### src/rtl/loop_ctrl_stack_pkg.sv
// Shared definitions for the hardware loop controller: default widths, the
// loop opcode encodings shared with ID, and strobe-priority decode.
package loop_ctrl_stack_pkg;

    localparam int PC_WIDTH_DEF  = 16;
    localparam int CNT_WIDTH_DEF = 16;
    localparam int DEPTH_DEF     = 4;

    typedef enum logic [1:0] {
        OP_NONE      = 2'd0,
        OP_LOOPCOUNT = 2'd1,
        OP_STARTLOOP = 2'd2,
        OP_ENDLOOP   = 2'd3
    } loop_op_e;

    // ID should deliver one-hot strobes; if it does not, ENDLOOP wins, then STARTLOOP.
    function automatic loop_op_e decode_op(input logic is_loop_count,
                                           input logic is_start_loop,
                                           input logic is_end_loop);
        loop_op_e op;
        op = OP_NONE;
        if (is_end_loop) begin
            op = OP_ENDLOOP;
        end else if (is_start_loop) begin
            op = OP_STARTLOOP;
        end else if (is_loop_count) begin
            op = OP_LOOPCOUNT;
        end
        return op;
    endfunction

endpackage

### src/rtl/loop_ctrl_stack_if.sv
// Decode-side interface of the loop controller: ID strobes in, fetch redirect
// and loop status out. The slave modport is the controller itself.
interface loop_ctrl_stack_if
    import loop_ctrl_stack_pkg::*;
#(
    parameter int PC_WIDTH  = PC_WIDTH_DEF,
    parameter int CNT_WIDTH = CNT_WIDTH_DEF,
    parameter int DEPTH     = DEPTH_DEF
);
    localparam int LW = $clog2(DEPTH + 1);

    // An instruction is consumed in exactly the cycle InstValid=1 and Stall=0;
    // while stalled the same strobes are simply re-presented and ignored.
    logic                 Stall;
    logic                 InstValid;
    logic                 IsLoopCount;
    logic                 IsStartLoop;
    logic                 IsEndLoop;
    logic [CNT_WIDTH-1:0] Immediate;
    logic [PC_WIDTH-1:0]  PC;

    logic                 Redirect;
    logic [PC_WIDTH-1:0]  PC_Out;
    logic [LW-1:0]        Level;
    logic [CNT_WIDTH-1:0] CurCount;
    logic                 Overflow;
    logic                 Underflow;
    loop_op_e             DbgOp;

    modport master (
        output Stall, InstValid, IsLoopCount, IsStartLoop, IsEndLoop, Immediate, PC,
        input  Redirect, PC_Out, Level, CurCount, Overflow, Underflow, DbgOp
    );

    modport slave (
        input  Stall, InstValid, IsLoopCount, IsStartLoop, IsEndLoop, Immediate, PC,
        output Redirect, PC_Out, Level, CurCount, Overflow, Underflow, DbgOp
    );

endinterface

### src/rtl/loop_ctrl_stack_stack.sv
// LIFO of {start PC, remaining count} entries for nested loops. Push, pop and
// in-place rewrite of the top entry; at most one of them per cycle.
module loop_ctrl_stack_stack #(
    parameter int DEPTH = 4,
    parameter int W     = 32,
    localparam int LW   = $clog2(DEPTH + 1)
) (
    input  logic          clk_i,
    input  logic          rst_i,
    input  logic          push_i,
    input  logic          pop_i,
    input  logic          write_top_i,
    input  logic [W-1:0]  push_data_i,
    input  logic [W-1:0]  top_data_i,
    output logic [W-1:0]  top_o,
    output logic [LW-1:0] level_o,
    output logic          full_o,
    output logic          empty_o
);
    localparam int IW = (DEPTH > 1) ? $clog2(DEPTH) : 1;

    logic [W-1:0]  mem_q [DEPTH];
    logic [LW-1:0] level_q;
    logic [IW-1:0] push_idx;
    logic [IW-1:0] top_idx;

    always_comb begin
        full_o   = (level_q == LW'(DEPTH));
        empty_o  = (level_q == '0);
        push_idx = IW'(level_q);
        // Guarded by empty_o so the index never goes out of range at level 0.
        top_idx  = empty_o ? '0 : IW'(level_q - LW'(1));
        top_o    = empty_o ? '0 : mem_q[top_idx];
        level_o  = level_q;
    end

    always_ff @(posedge clk_i or posedge rst_i) begin
        if (rst_i) begin
            level_q <= '0;
            for (int i = 0; i < DEPTH; i++) begin
                mem_q[i] <= '0;
            end
        end else if (push_i && !full_o) begin
            mem_q[push_idx] <= push_data_i;
            level_q         <= level_q + LW'(1);
        end else if (pop_i && !empty_o) begin
            level_q <= level_q - LW'(1);
        end else if (write_top_i && !empty_o) begin
            mem_q[top_idx] <= top_data_i;
        end
    end

endmodule

### src/rtl/loop_ctrl_stack.sv
// Hardware loop controller beside ID: LOOPCOUNT/STARTLOOP/ENDLOOP handling with
// a nesting stack and zero-latency fetch redirect on ENDLOOP.
module loop_ctrl_stack
    import loop_ctrl_stack_pkg::*;
#(
    parameter int PC_WIDTH  = PC_WIDTH_DEF,
    parameter int CNT_WIDTH = CNT_WIDTH_DEF,
    parameter int DEPTH     = DEPTH_DEF
) (
    input  logic             CLK,
    input  logic             RESET,
    loop_ctrl_stack_if.slave lc
);
    localparam int LW = $clog2(DEPTH + 1);
    localparam int W  = PC_WIDTH + CNT_WIDTH;

    logic                 accept;
    loop_op_e             op;

    logic [W-1:0]         top_data;
    logic [W-1:0]         push_data;
    logic [W-1:0]         wtop_data;
    logic [PC_WIDTH-1:0]  top_pc;
    logic [CNT_WIDTH-1:0] top_cnt;
    logic [LW-1:0]        level;
    logic                 full;
    logic                 empty;
    logic                 more_iters;

    logic                 push;
    logic                 pop;
    logic                 write_top;
    logic                 redirect;

    logic [CNT_WIDTH-1:0] pending_q, pending_d;
    logic                 ovf_q, ovf_d;
    logic                 unf_q, unf_d;

    loop_ctrl_stack_stack #(
        .DEPTH (DEPTH),
        .W     (W)
    ) u_loop_stack (
        .clk_i       (CLK),
        .rst_i       (RESET),
        .push_i      (push),
        .pop_i       (pop),
        .write_top_i (write_top),
        .push_data_i (push_data),
        .top_data_i  (wtop_data),
        .top_o       (top_data),
        .level_o     (level),
        .full_o      (full),
        .empty_o     (empty)
    );

    always_comb begin
        accept     = lc.InstValid & ~lc.Stall & ~RESET;
        op         = accept ? decode_op(lc.IsLoopCount, lc.IsStartLoop, lc.IsEndLoop) : OP_NONE;
        top_pc     = top_data[W-1:CNT_WIDTH];
        top_cnt    = top_data[CNT_WIDTH-1:0];
        more_iters = top_cnt > CNT_WIDTH'(1);
        push_data  = {lc.PC + PC_WIDTH'(1), pending_q};
        wtop_data  = {top_pc, top_cnt - CNT_WIDTH'(1)};

        push      = 1'b0;
        pop       = 1'b0;
        write_top = 1'b0;
        redirect  = 1'b0;
        pending_d = pending_q;
        ovf_d     = ovf_q;
        unf_d     = unf_q;

        case (op)
            OP_LOOPCOUNT: begin
                // A zero count still runs the body once.
                pending_d = (lc.Immediate == '0) ? CNT_WIDTH'(1) : lc.Immediate;
            end
            OP_STARTLOOP: begin
                if (full) begin
                    ovf_d = 1'b1;
                end else begin
                    push      = 1'b1;
                    pending_d = CNT_WIDTH'(1);
                end
            end
            OP_ENDLOOP: begin
                if (empty) begin
                    unf_d = 1'b1;
                end else if (more_iters) begin
                    redirect  = 1'b1;
                    write_top = 1'b1;
                end else begin
                    pop = 1'b1;
                end
            end
            default: ;
        endcase
    end

    always_ff @(posedge CLK or posedge RESET) begin
        if (RESET) begin
            pending_q <= CNT_WIDTH'(1);
            ovf_q     <= 1'b0;
            unf_q     <= 1'b0;
        end else begin
            pending_q <= pending_d;
            ovf_q     <= ovf_d;
            unf_q     <= unf_d;
        end
    end

    assign lc.Redirect  = redirect;
    assign lc.PC_Out    = redirect ? top_pc : '0;
    assign lc.Level     = level;
    assign lc.CurCount  = empty ? '0 : top_cnt;
    assign lc.Overflow  = ovf_q;
    assign lc.Underflow = unf_q;
    assign lc.DbgOp     = op;

endmodule
### src/flat_wrapper.sv
// flat-port wrapper written by rule: the top's interface ports become plain ports
module loop_ctrl_stack_flat import loop_ctrl_stack_pkg::*;
#(
    parameter int PC_WIDTH  = PC_WIDTH_DEF,
    parameter int CNT_WIDTH = CNT_WIDTH_DEF,
    parameter int DEPTH     = DEPTH_DEF
)
  (CLK, RESET, lc_Stall, lc_InstValid, lc_IsLoopCount, lc_IsStartLoop, lc_IsEndLoop, lc_Immediate, lc_PC, lc_Redirect, lc_PC_Out, lc_Level, lc_CurCount, lc_Overflow, lc_Underflow, lc_DbgOp);
  loop_ctrl_stack_if #(.PC_WIDTH(PC_WIDTH), .CNT_WIDTH(CNT_WIDTH), .DEPTH(DEPTH)) lc_i ();
  input  logic CLK;
  input  logic RESET;
  input wire logic [$bits(lc_i.Stall)-1:0] lc_Stall;
  input wire logic [$bits(lc_i.InstValid)-1:0] lc_InstValid;
  input wire logic [$bits(lc_i.IsLoopCount)-1:0] lc_IsLoopCount;
  input wire logic [$bits(lc_i.IsStartLoop)-1:0] lc_IsStartLoop;
  input wire logic [$bits(lc_i.IsEndLoop)-1:0] lc_IsEndLoop;
  input wire logic [$bits(lc_i.Immediate)-1:0] lc_Immediate;
  input wire logic [$bits(lc_i.PC)-1:0] lc_PC;
  output wire logic [$bits(lc_i.Redirect)-1:0] lc_Redirect;
  output wire logic [$bits(lc_i.PC_Out)-1:0] lc_PC_Out;
  output wire logic [$bits(lc_i.Level)-1:0] lc_Level;
  output wire logic [$bits(lc_i.CurCount)-1:0] lc_CurCount;
  output wire logic [$bits(lc_i.Overflow)-1:0] lc_Overflow;
  output wire logic [$bits(lc_i.Underflow)-1:0] lc_Underflow;
  output wire logic [$bits(lc_i.DbgOp)-1:0] lc_DbgOp;
  assign lc_i.Stall = lc_Stall;
  assign lc_i.InstValid = lc_InstValid;
  assign lc_i.IsLoopCount = lc_IsLoopCount;
  assign lc_i.IsStartLoop = lc_IsStartLoop;
  assign lc_i.IsEndLoop = lc_IsEndLoop;
  assign lc_i.Immediate = lc_Immediate;
  assign lc_i.PC = lc_PC;
  assign lc_Redirect = lc_i.Redirect;
  assign lc_PC_Out = lc_i.PC_Out;
  assign lc_Level = lc_i.Level;
  assign lc_CurCount = lc_i.CurCount;
  assign lc_Overflow = lc_i.Overflow;
  assign lc_Underflow = lc_i.Underflow;
  assign lc_DbgOp = lc_i.DbgOp;
  loop_ctrl_stack #(.PC_WIDTH(PC_WIDTH), .CNT_WIDTH(CNT_WIDTH), .DEPTH(DEPTH)) u_core (.CLK(CLK), .RESET(RESET), .lc(lc_i));
endmodule
### config.mk
export PLATFORM = sky130hd
export DESIGN_NAME = loop_ctrl_stack_flat
export DESIGN_NICKNAME = d
export VERILOG_FILES = /design/src/rtl/loop_ctrl_stack_pkg.sv /design/src/rtl/loop_ctrl_stack_if.sv /design/src/rtl/loop_ctrl_stack_stack.sv /design/src/rtl/loop_ctrl_stack.sv /design/src/flat_wrapper.sv
export SDC_FILE = /design/constraint.sdc
export NUM_CORES = 1
export LEC_CHECK = 0
export CAP_MARGIN = 30
export CORE_ASPECT_RATIO = 1.75
export CORE_MARGIN = 2
export CORE_UTILIZATION = 39
export CTS_CLUSTER_DIAMETER = 30
export DETAILED_ROUTE_END_ITERATION = 8
export PLACE_DENSITY_LB_ADDON = 0.12
export SLEW_MARGIN = 15
export SYNTH_ARGS = -nofsm -noshare
export SYNTH_HDL_FRONTEND = slang
export SYNTH_SLANG_ARGS = --single-unit
### constraint.sdc
create_clock -name CLK -period 9.6 [get_ports CLK]
set_input_delay 1.92 -clock CLK [delete_from_list [all_inputs] [get_ports CLK]]
set_output_delay 1.92 -clock CLK [all_outputs]
set_load 0.01 [all_outputs]
==> results of run 1 <==
## kinds of logic (layout without fill, tap and decap cells)
kind of cell    Yosys count  after routing  share of synthesized area [%]
compound gates          277            277                           24.2
xor+xnor                 23             23                           2.37
fa+ha+maj                 9              9                           1.32
buf+inv                  90            150                           4.65
flops                   149            149                           43.9
mux                      40             40                           5.52
simple gates            328            328                           18.1
## where the power goes
part / total, mW / internal (mW) / switching (mW) / leakage (nW)
clock: 0.676 / 0.397 / 0.278 / 0.284
sequential: 1.03 / 0.836 / 0.194 / 1.98
combinational: 2.04 / 0.773 / 1.27 / 1.93
## worst min-delay path, cell delays in order, from the launching register on
cell	delay (ns)
dfrtp_1	0.35
nand2_1	0.05
o21ai_0	0.06
## worst min-delay path by stage
stage / endpoint / depth (start not counted) / startpoint
6_report: u_core.u_loop_stack.mem_q[100] / 2 / u_core.u_loop_stack.mem_q[100]
3_3_place_gp: u_core.u_loop_stack.mem_q[120] / 2 / u_core.u_loop_stack.mem_q[120]
2_1_floorplan: u_core.u_loop_stack.mem_q[100] / 2 / u_core.u_loop_stack.mem_q[100]
3_5_place_dp: u_core.u_loop_stack.mem_q[118] / 2 / u_core.u_loop_stack.mem_q[118]
5_1_grt: u_core.u_loop_stack.mem_q[102] / 2 / u_core.u_loop_stack.mem_q[102]
4_1_cts: u_core.u_loop_stack.mem_q[118] / 2 / u_core.u_loop_stack.mem_q[118]
## synthesized netlist by cell type (5+ instances only)
library cell  instances
a211oi_1              9
a21oi_1              22
a221o_1              32
a22o_1               15
a22oi_1               5
a2bb2oi_1             6
a31oi_1              21
and2_1                7
and3_1                7
buf_2                15
clkbuf_1             48
dfrtp_1             148
ha_1                  9
inv_1                16
mux2_1                5
mux2_2               10
mux2i_1              21
nand2_1             111
nand3_1              55
nand4_1               8
nor2_1               70
nor2b_1              22
nor3_1               17
nor4_1               10
o211ai_1             14
o21ai_0              35
o221ai_1             30
o22a_1               14
o22ai_1              40
xnor2_1              10
xor2_1               13
## metal layers
metal	track usage (%)	up-vias	wire length [um]
li1	-	3551	-
met1	32.0	3793	11800
met2	47.9	316	15800
met3	3.67	82	1450
met4	15.7	0	1730
met5	0	-	0
## stage by stage
| step | worst slack, ns | cell area, um2 | utilization, % | cells | power (mW) |
|---|---|---|---|---|---|
| final | 1.98 | 10200 | 47.2 | 1268 | 3.75 |
| after global routing | 1.68 | 10200 | 47.2 | 1268 | 3.98 |
| after CTS | 2.00 | 10100 | 47.2 | 1267 | 3.74 |
| after detailed placement | 2.46 | 9560 | 44.5 | 1235 | 3.05 |
| after global placement | 2.16 | 9500 | 44.2 | 1232 | 3.05 |
| after floorplan | 3.67 | 8500 | - | 916 | 2.36 |
## flip-flops by register name (all words and copies together), names as in the netlist
register and count:
u_core.u_loop_stack.mem_q 128, u_core.pending_q 16, u_core.lc.Overflow 1, u_core.u_loop_stack.level_o 3, u_core.lc.Underflow 1
## final cells by class
type	instances	area share (%)
multi-input combinational	677	43.5
sequential	149	36.7
timing repair buffer	100	9.66
clock buffer	21	4.53
tap	292	3.60
clock inverter	11	1.23
inverter	18	0.715
==> flow_metrics.py, run 1 <==
metrics = {
    "layout": {
        "seqCellArea_um2": 3730,
        "layout_commonest_cell": "dfrtp_1",
        "multiInputGateArea_um2": 4420,
        "nFillCells": 2145,
        "area_delta_synth_final_pct": 19.4,
        "num_antenna_cells": 0,
        "finalNetCount": 1011,
        "layout-drive-gt1-share_pct": 9.02,
        "final_cell_mix": "dfrtp_1, nand2_1, clkdlybuf4s50_1",
    },
    "floorplanning": {
        "rows": 71,
        "pin_count": 79,
        "die_w_um": 116,
        "core_area_um2": 21500,
        "die_y_um": 199,
        "die_area_um2": 23000,
        "initial_core_util_pct": 39.6,
    },
    "logic_synthesis": {
        "ys_seq_area_share_pct": 43.9,
        "synth_top_area_share_pct": 43.5,
        "synth_top_area_cell": "dfrtp_1",
        "synthCells": 916,
        "ys_warn_count": 0,
        "synth.distinct_cells": 69,
        "synth_area_leaders": "dfrtp_1, nand2_1, a221o_1, nand3_1, nor2_1",
        "synthFlopType": "dfrtp_1",
        "synth.net_count": 964,
        "synth_seq_cells": 149,
        "async_flop_share_pct": 100,
        "synth_area_per_cell_um2": 9.28,
        "synth_edf_count": 0,
        "netlist_area_um2": 8500,
    },
    "sta": {
        "skew_ns": 0.0109,
        "period_needed_ns": 7.62,
        "finalSetupViolCount": 0,
        "finalMaxSlewViolations": 0,
        "worst_slew_pin_slew_ns": 1.03,
        "slew-limit-headroom_pct": 30.9,
        "fin_tns_setup_ns": 0,
        "period_share_pct": 79.4,
        "fin_hold_ws_ns": 0.486,
        "rsz0062_at_grt": "false",
        "max_freq_mhz": 131,
        "finalHoldViolCount": 0,
    },
    "place": {
        "dp_hpwl_mm": 20.8,
        "io_buffer_count": 78,
        "gp_congestion": 0.927,
    },
    "clocking": {
        "ctsRootBufferMaster": "clkbuf_16",
        "cts_inserted_buffers": 17,
        "cts_tree": "done",
        "cts_sinks": 149,
        "clk_pin_slew_ns": 0.06,
        "cts-hold-fix-buffers": 0,
        "worstSkewPairLatency_ns": 0.44,
        "htree_levels": 4,
        "cts-resized-gates": 0,
        "cts_setup_buffers": 0,
        "clk_path_buf_depth": 2,
    },
    "setup_path": {
        "critPathCaptureType": "output pin",
        "r2r_cells": 12,
        "critPathMaxStageDelay_ns": 0.88,
        "rr_startpoint": "u_core.u_loop_stack.level_o[0]",
        "path_buf_inv": 4,
        "timing.critical_path.arrival_ns": 5.70,
        "start_kind": "register",
        "critPathLaunch": "u_core.u_loop_stack.level_o[0]",
        "cp_max_fo": 34,
        "crit_top_cell": "ha_1",
        "critical_path.slowest_cell": "dfrtp_2",
        "crit_end": "lc_PC_Out[14]",
        "critPathRequiredTime_ns": 7.68,
        "path_depth": 14,
        "path_cells": "inv_2, ha_1, mux2_2, a221oi_1, a21oi_1, o21ai_0, ha_1, o21bai_1, nand3b_2, o21ai_2, buf_8, buf_4, nor2b_1, clkdlybuf4s50_1",
        "r2r_end": "u_core.u_loop_stack.mem_q[45]",
        "ff2ff_setup_slack_ns": 3.92,
        "critical_path_class": "register to output pin",
        "cp_top_family": "compound AO/OA/AOI/OAI gates",
    },
    "min_path": {
        "min_path_type": "register to register",
    },
    "power_and_ir_drop": {
        "vdd_ir_drop_max_mv": 0.210,
        "cellLeakagePower_nw": 4.19,
        "power_density_nw_per_um2": 369,
    },
    "grt": {
        "gr-total-overflow": 0,
        "grt_pass1_wl_mm": 46.9,
        "grt_max_degree": 88,
        "antenna_found_initial": 0,
        "grt_pass1_vias": 7713,
        "track_usage_pct": 27.5,
    },
    "run": {
        "drv_cap": 0,
    },
    "drt": {
        "vias": 7742,
        "dr.pass1.iters": 5,
        "ant_nets": 0,
        "post_drt_via_cell_ratio": 6.11,
        "drtIter0Drc": 651,
        "remaining_drc_errors": 0,
        "wl_per_cell_um": 24.3,
        "drt_wl_total_mm": 30.8,
    },
    "run_status": {
        "status": "finished clean",
    },
}
(Power assumes the default switching activity.)
==> run 2, diff against run 1 <==
Clock period 9.6 ns to 6.3 ns, I/O delays scaled along.
==> flow_metrics.py, run 2 (synthesized netlist as in run 1, its figures left out) <==
metrics = {
    "layout": {
        "largest_reg_flops": 128,
        "seqCellArea_um2": 3730,
        "utilization_pct": 47.5,
        "finalNetCount": 1018,
        "area_delta_synth_final_pct": 20.0,
        "final_cell_mix": "dfrtp_1, nand2_1, clkdlybuf4s50_1",
        "fin_cells": 1273,
        "regMostFlops": "u_core.u_loop_stack.mem_q",
        "multiInputGateArea_um2": 4420,
        "nFillCells": 2100,
        "layout_commonest_cell": "dfrtp_1",
        "layout-drive-gt1-share_pct": 9.58,
        "num_antenna_cells": 0,
    },
    "sta": {
        "timing.final.ws_setup_ns": 0.346,
        "skew_ns": 0.00733,
        "max_freq_mhz": 168,
        "rsz0062_at_grt": "false",
        "fin_tns_setup_ns": 0,
        "slew-limit-headroom_pct": 30.8,
        "period_needed_ns": 5.95,
        "period_share_pct": 94.5,
        "finalMaxSlewViolations": 0,
        "worst_slew_pin_slew_ns": 1.04,
        "finalSetupViolCount": 0,
        "fin_hold_ws_ns": 0.477,
        "finalHoldViolCount": 0,
    },
    "power_and_ir_drop": {
        "power_density_nw_per_um2": 567,
        "p_int_mw": 3.12,
        "switching_share_pct": 46.1,
        "seq_power_share_pct": 26.3,
        "combPwrFrac_pct": 55.7,
        "clkPwrFrac_pct": 18.1,
        "vdd_ir_drop_max_mv": 0.252,
        "cellLeakagePower_nw": 4.22,
        "p_switching_mw": 2.67,
    },
    "floorplanning": {
        "die_y_um": 199,
        "pin_count": 79,
        "initial_core_util_pct": 39.6,
        "die_w_um": 116,
        "die_area_um2": 23000,
        "rows": 71,
        "core_area_um2": 21500,
    },
    "clocking": {
        "htree_levels": 4,
        "clk_pin_slew_ns": 0.06,
        "ctsRootBufferMaster": "clkbuf_16",
        "cts_sinks": 149,
        "cts_setup_buffers": 0,
        "cts-hold-fix-buffers": 0,
        "worstSkewPairLatency_ns": 0.43,
        "cts_tree": "done",
        "cts-resized-gates": 0,
        "cts_inserted_buffers": 17,
        "clk_path_buf_depth": 2,
    },
    "setup_path": {
        "critPathCaptureType": "output pin",
        "start_kind": "register",
        "critPathRequiredTime_ns": 5.04,
        "critical_path_class": "register to output pin",
        "cp_max_fo": 21,
        "rr_startpoint": "u_core.u_loop_stack.level_o[0]",
        "timing.critical_path.arrival_ns": 4.69,
        "critPathLaunch": "u_core.u_loop_stack.level_o[0]",
    },
    "drt": {
        "post_drt_via_cell_ratio": 6.17,
        "vias": 7853,
        "wl_per_cell_um": 24.4,
        "ant_nets": 0,
        "remaining_drc_errors": 0,
        "dr.pass1.iters": 5,
        "drtIter0Drc": 579,
        "drt_wl_total_mm": 31.0,
    },
    "place": {
        "io_buffer_count": 78,
        "placed_cells": 1243,
        "post-place-ws_ns": 0.866,
        "dp_hpwl_mm": 20.6,
        "gp_congestion": 0.937,
    },
    "grt": {
        "antenna_found_initial": 0,
        "grt_pass1_wl_mm": 47.2,
        "grt_max_degree": 85,
        "gr-total-overflow": 0,
        "track_usage_pct": 27.6,
        "grt_pass1_vias": 7999,
    },
    "run_status": {
        "status": "finished clean",
    },
    "min_path": {
        "min_path_type": "register to register",
        "worstHoldStart": "u_core.lc.Underflow",
    },
    "run": {
        "drv_cap": 0,
    },
}
-- run 2: final timing paths --
check / slack, ns / cells after the start / end
max: 0.35 / 13 / lc_PC_Out[5]
min: 0.48 / 1 / u_core.lc.Underflow
max reg2reg: 1.58 / 12 / u_core.u_loop_stack.mem_q[49]
min reg2reg: 0.48 / 1 / u_core.lc.Underflow
max in group asynchronous: 3.80 / 3 / u_core.u_loop_stack.mem_q[12]
min in group asynchronous: 1.40 / 2 / u_core.u_loop_stack.level_o[1]
-- run 2: metal layers --
metal	global-route usage, %	up-vias	routed length [um]
li1	-	3559	-
met3	4.43	99	1320
met4	16.4	0	1910
met1	31.6	3907	12000
met2	47.9	288	15700
met5	0	-	0
-- run 2: power by group through the flow --
stage / registers (mW) / logic, mW / clock network [mW]
finish: 1.52 / 3.22 / 1.05
global route: 1.55 / 3.47 / 1.10
CTS: 1.51 / 3.20 / 1.06
detailed placement: 1.52 / 3.19 / 0
global placement: 1.52 / 3.18 / 0
floorplan: 1.45 / 2.15 / 0
-- run 2: stage by stage --
stage,power [mW],instance area (um2)
global route,6.12,10200
finish,5.78,10200
floorplan,3.60,8500
detailed placement,4.71,9620
global placement,4.70,9560
CTS,5.77,10200
-- run 2: critical path: stages (launching register included) --
cell and delay [ns]:
dfrtp_2 0.42, inv_2 0.15, ha_1 0.41, mux2_2 0.40
a221oi_1 0.36, a21oi_1 0.14, o21ai_0 0.36, ha_1 0.44
o21bai_1 0.14, nand3b_2 0.35, o21ai_2 0.18, buf_4 0.32
nor2b_1 0.09, clkdlybuf4s50_1 0.49
-- run 2: cell type report --
| cell class | instances | share of cell area [%] |
|---|---|---|
| clock inverter | 9 | 1.26 |
| tap | 292 | 3.58 |
| multi-input combinational | 677 | 43.3 |
| sequential | 149 | 36.6 |
| inverter | 18 | 0.711 |
| clock buffer | 21 | 4.51 |
| timing repair buffer | 107 | 10.0 |
